**config.mk**
```make
export PLATFORM = sky130hd
export DESIGN_NAME = regfile_wb_sink
export DESIGN_NICKNAME = d
export VERILOG_FILES = /design/src/rtl/regfile_wb_sink.sv
export SDC_FILE = /design/constraint.sdc
export NUM_CORES = 2
export LEC_CHECK = 0
export CORE_MARGIN = 2
export CORE_UTILIZATION = 58
export CTS_CLUSTER_SIZE = 28
export DETAILED_ROUTE_END_ITERATION = 10
export GPL_TIMING_DRIVEN = 0
export PLACE_DENSITY_LB_ADDON = 0.12
export SYNTH_ARGS = -nofsm -noshare
export SYNTH_HDL_FRONTEND = slang
export SYNTH_SLANG_ARGS = --single-unit
```
**constraint.sdc**
```tcl
create_clock -name clk -period 116.7 [get_ports clk]
set_input_delay 29.175 -clock clk [delete_from_list [all_inputs] [get_ports clk]]
set_output_delay 29.175 -clock clk [all_outputs]
set_load 0.02 [all_outputs]
```
**src/rtl/regfile_wb_sink.sv**
```systemverilog
// regfile_wb_sink: WB-stage sink committing byte-lane writes into a 32x32 GPR file,
// two combinational read ports, per-register pending-write scoreboard. Option: RF_BYPASS_EN.
module regfile_wb_sink #(
    parameter int unsigned SB_CNT_W  = 3,
    parameter logic [31:0] RESET_VAL = 32'h0000_0000
) (
    input  logic        clk,
    input  logic        reset,
    input  logic [40:0] ws_to_rf_bus,
    input  logic [4:0]  raddr1,
    output logic [31:0] rdata1,
    output logic        rbusy1,
    input  logic [4:0]  raddr2,
    output logic [31:0] rdata2,
    output logic        rbusy2,
    input  logic        sb_set,
    input  logic [4:0]  sb_set_addr,
    output logic        sb_ovf
);

    localparam logic [SB_CNT_W-1:0] CNT_MAX = '1;
    localparam logic [SB_CNT_W-1:0] CNT_ONE = SB_CNT_W'(1);

    logic [3:0]  rf_we;
    logic [4:0]  rf_waddr;
    logic [31:0] rf_wdata;
    logic        wr_en;

    assign {rf_we, rf_waddr, rf_wdata} = ws_to_rf_bus;
    assign wr_en = (rf_we != '0) && (rf_waddr != '0);

    logic [31:0]         gpr_q [32];
    logic [31:0]         gpr_d [32];
    logic [SB_CNT_W-1:0] cnt_q [32];
    logic [SB_CNT_W-1:0] cnt_d [32];
    logic                ovf_q, ovf_d;
    logic [31:0]         inc_vec, dec_vec;

    always_comb begin
        inc_vec = '0;
        dec_vec = '0;
        if (sb_set && (sb_set_addr != '0)) inc_vec[sb_set_addr] = 1'b1;
        if (wr_en)                         dec_vec[rf_waddr]    = 1'b1;
    end

    always_comb begin
        gpr_d = gpr_q;
        cnt_d = cnt_q;
        ovf_d = ovf_q;
        if (wr_en) begin
            for (int unsigned i = 0; i < 4; i++) begin
                if (rf_we[i]) gpr_d[rf_waddr][8*i +: 8] = rf_wdata[8*i +: 8];
            end
        end
        // Simultaneous issue and commit to the same register cancel out.
        for (int unsigned r = 1; r < 32; r++) begin
            if (inc_vec[r] && !dec_vec[r]) begin
                if (cnt_q[r] == CNT_MAX) ovf_d = 1'b1;
                else                     cnt_d[r] = cnt_q[r] + CNT_ONE;
            end else if (dec_vec[r] && !inc_vec[r]) begin
                if (cnt_q[r] == '0) ovf_d = 1'b1;
                else                cnt_d[r] = cnt_q[r] - CNT_ONE;
            end
        end
    end

    always_ff @(posedge clk or posedge reset) begin
        if (reset) begin
            for (int unsigned r = 0; r < 32; r++) begin
                gpr_q[r] <= (r == 0) ? '0 : RESET_VAL;
                cnt_q[r] <= '0;
            end
            ovf_q <= 1'b0;
        end else begin
            gpr_q <= gpr_d;
            cnt_q <= cnt_d;
            ovf_q <= ovf_d;
        end
    end

    logic [4:0]  raddr [2];
    logic [31:0] rdata [2];
    logic        rbusy [2];

    assign raddr[0] = raddr1;
    assign raddr[1] = raddr2;

    always_comb begin
        for (int unsigned p = 0; p < 2; p++) begin
            rdata[p] = '0;
            rbusy[p] = 1'b0;
            if (raddr[p] != '0) begin
                rdata[p] = gpr_q[raddr[p]];
                rbusy[p] = (cnt_q[raddr[p]] != '0);
`ifdef RF_BYPASS_EN
                if (wr_en && (raddr[p] == rf_waddr)) begin
                    for (int unsigned i = 0; i < 4; i++) begin
                        if (rf_we[i]) rdata[p][8*i +: 8] = rf_wdata[8*i +: 8];
                    end
                    if (!inc_vec[raddr[p]] && (cnt_q[raddr[p]] == CNT_ONE)) rbusy[p] = 1'b0;
                end
`endif
            end
        end
    end

    assign rdata1 = rdata[0];
    assign rdata2 = rdata[1];
    assign rbusy1 = rbusy[0];
    assign rbusy2 = rbusy[1];
    assign sb_ovf = ovf_q;

endmodule
```
==> impl_metrics.csv <==
group,metric,value,unit
status,status,"finished with violations",
status,violations,"capacitance limit, slew limit",
detailed_routing,drc,0,
finish,final_util,0.652,
sta,slew_headroom,-0.0819,
critical_path,crit_path_end_kind,"output pin",
yosys,yosys_warnings,0,
finish,drive_above_1_share,0.380,
global_routing,grt_pass1_wl,313000,microns
yosys,synth-edff-count,0,
sta,fin_crit,63.11,ns
critical_path,critPathBufInv,4,
detailed_routing,wirelength,220000,microns
yosys,synth_area_per_cell,14.1,sq um
yosys,ys_seq_area_frac,0.439,
clocking,cts_made_buffers,120,
detailed_routing,dr.pass1.iters,5,
clocking,htreeDepth,3,
global_routing,antenna_found_initial,12,
global_routing,grt_max_degree,129,
sta,worstMarginPinSlew,1.62,ns
critical_path,worstSetupStartpointType,"primary input",
finish,layout_commonest_cell,"dfrtp_1",
detailed_routing,drt_iter0_markers,6061,
place,placed_area,67000,sq um
place,dp_cells,6075,
power_and_ir_drop,peakVddDrop,12.6,uV
yosys,netlist_instances,4534,
clocking,root_buffer,"clkbuf_16",
sta,finalSetupViolCount,0,
global_routing,grtUsageTotal,0.396,
detailed_routing,post_drt_via_cell_ratio,7.15,
critical_path,crit_path_cell_trace,"clkdlybuf4s50_1 > clkbuf_1 > clkbuf_1 > mux4_2 > nand2_1 > o21ai_1 > clkdlybuf4s50_1",
finish,finalNonFillerCells,6298,
finish,fin_nets,4935,
finish,final_area,71100,sq um
sta,clock-skew-final,0.0210,ns
floorplan,die_width,336,microns
sta,timing.fmax,15.8,MHz
critical_path,critPathMaxStageDelay,1.15,ns
floorplan,fp.dieH,336,microns
place,hpwl,162000,microns
job,max_cap_violations,4,
floorplan,rows,121,
place,port_buffers,117,
yosys,syn_area,63700,sq um
yosys,ys_seq_elements,1118,
yosys,synthArstFlopShare,1.00,
yosys,synth-main-ff-cell,"dfrtp_1",
clocking,cts_tree,"built",
sta,tns,0,ns
critical_path,crit_family,"buffers and inverters",
clocking,clockBufferDepth,3,
floorplan,design.die.area,113000,sq um
yosys,synth_cell_types,58,
detailed_routing,drtAntennaViolNets,0,
critical_path,critPathSlowestCell,"clkbuf_1",
yosys,syn_nets,4686,
sta,timing.final.hold_violations,0,
clocking,clkLatencyLatePin,0.73,ns
power_and_ir_drop,p_leak,30.2,nW
sta,rsz0062_at_grt,"false",
finish,layout_common_cells,"dfrtp_1 (1118), mux2_2 (803), mux4_2 (645)",
critical_path,arrival,33.93,ns
clocking,clkSinkCount,1118,
critical_path,critPathMaxFanout,10,
clocking,post_cts_buffers,0,
floorplan,ios,126,
power_and_ir_drop,powerDensity,18.1,nW/um^2
global_routing,grt_pass1_vias,43500,
clocking,clk_pin_slew,0.06,ns
finish,area_growth,11.5,%
clocking,postCtsResizedCells,0,
floorplan,core-area,109000,sq um
sta,post-route-period-util,0.541,
critical_path,cp.required,87.53,ns
critical_path,crit_type,"in2out",
detailed_routing,vias,45000,
sta,slew_violations,33,
global_routing,grt_overflow_total,0,
place,place_congestion,0.969,
detailed_routing,wire_per_inst,34.9,microns
floorplan,start_util,0.585,
hold_path,hold_path.class,"reg2reg",
clocking,hold_buffers,0,
-- where the power goes --
group          internal, W  switching, W  total (W)
logic             0.000178      0.000165   0.000343
registers         0.000468     0.0000751   0.000543
clock network     0.000233      0.000166   0.000399
total             0.000878      0.000407    0.00129
-- per-stage QoR --
stage / hold slack, ns / total power, W / setup slack [ns]
final: 0.475 / 0.00129 / 53.59
after global routing: 0.491 / 0.00133 / 53.87
after CTS: 0.481 / 0.00127 / 53.99
after detailed placement: 0.464 / 0.000878 / 53.99
after global placement: 0.453 / 0.000863 / 42.34
after floorplan: 0.441 / 0.000763 / 56.04
-- worst paths after layout --
check                                              from                 endpoint  slack [ns]  cells past startpoint
worst max-delay path                          raddr1[3]               rdata1[16]       53.59                      7
max in group asynchronous                         reset   gpr_q[845]$_DFFE_PP0P_       85.40                      6
min in group asynchronous                         reset    cnt_q[56]$_DFFE_PP0P_       28.77                      2
worst min-delay path            gpr_q[1011]$_DFFE_PP0P_  gpr_q[1011]$_DFFE_PP0P_        0.47                      1
worst min register to register  gpr_q[1011]$_DFFE_PP0P_  gpr_q[1011]$_DFFE_PP0P_        0.47                      1
worst max register to register    cnt_q[44]$_DFFE_PP0P_         sb_ovf$_DFF_PP0_      113.90                      6
-- registers in the layout (all words and copies together), names as in the netlist --
register	flops
gpr_q	1024
cnt_q	93
sb_ovf	1
-- kinds of logic (layout without fill, tap and decap cells) --
logic type                 count (synthesis)  count (layout)  share of synthesized area
muxes                                   1661            1661                      0.407
DFF                                     1118            1118                      0.439
and+or+nand+nor                          696             696                     0.0552
buffers and inverters                    572             916                     0.0393
AOI/OAI and AO/OA                        391             391                     0.0371
adders and majority gates                 93              93                     0.0219
xor gates and xnor gates                   3               3                   0.000412
other                                      0               6                          0
-- cells in the mapped netlist, types with 46 or more instances --
library cell / n / area (sq um)
o21ai_1: 64 / 320
nand3_1: 52 / 260
inv_1: 180 / 676
nand2_2: 64 / 400
mux2_1: 206 / 2320
nor2_1: 124 / 465
clkbuf_1: 242 / 908
dfrtp_1: 1118 / 28000
mux4_2: 645 / 14500
mux2_2: 803 / 9040
nand2_1: 169 / 634
nor3_1: 74 / 370
ha_1: 62 / 776
a21oi_1: 46 / 230
buf_2: 68 / 340
o21ai_0: 141 / 706
-- metal layers --
layer | share of wire | wire (microns) | GRT usage | vias to the layer above
met4 | 0.051 | 11200 | 0.168 | 18
met2 | 0.42 | 91800 | 0.543 | 2814
li1 | - | - | - | 17800
met3 | 0.14 | 30100 | 0.148 | 540
met5 | 0.00048 | 106 | 0 | -
met1 | 0.39 | 86600 | 0.568 | 23800
-- layout make-up --
class | count | area (sq um)
Fill cell | 8074 | 38000
Clock inverter | 42 | 523
Multi-Input combinational cell | 2844 | 33300
Timing Repair Buffer | 127 | 1450
Buffer | 392 | 1840
Tap cell | 1414 | 1770
Clock buffer | 175 | 3530
Inverter | 180 | 683
Sequential cell | 1118 | 28000
Antenna cell | 6 | 15.0
No activity file was read; power rests on OpenSTA's default activity.
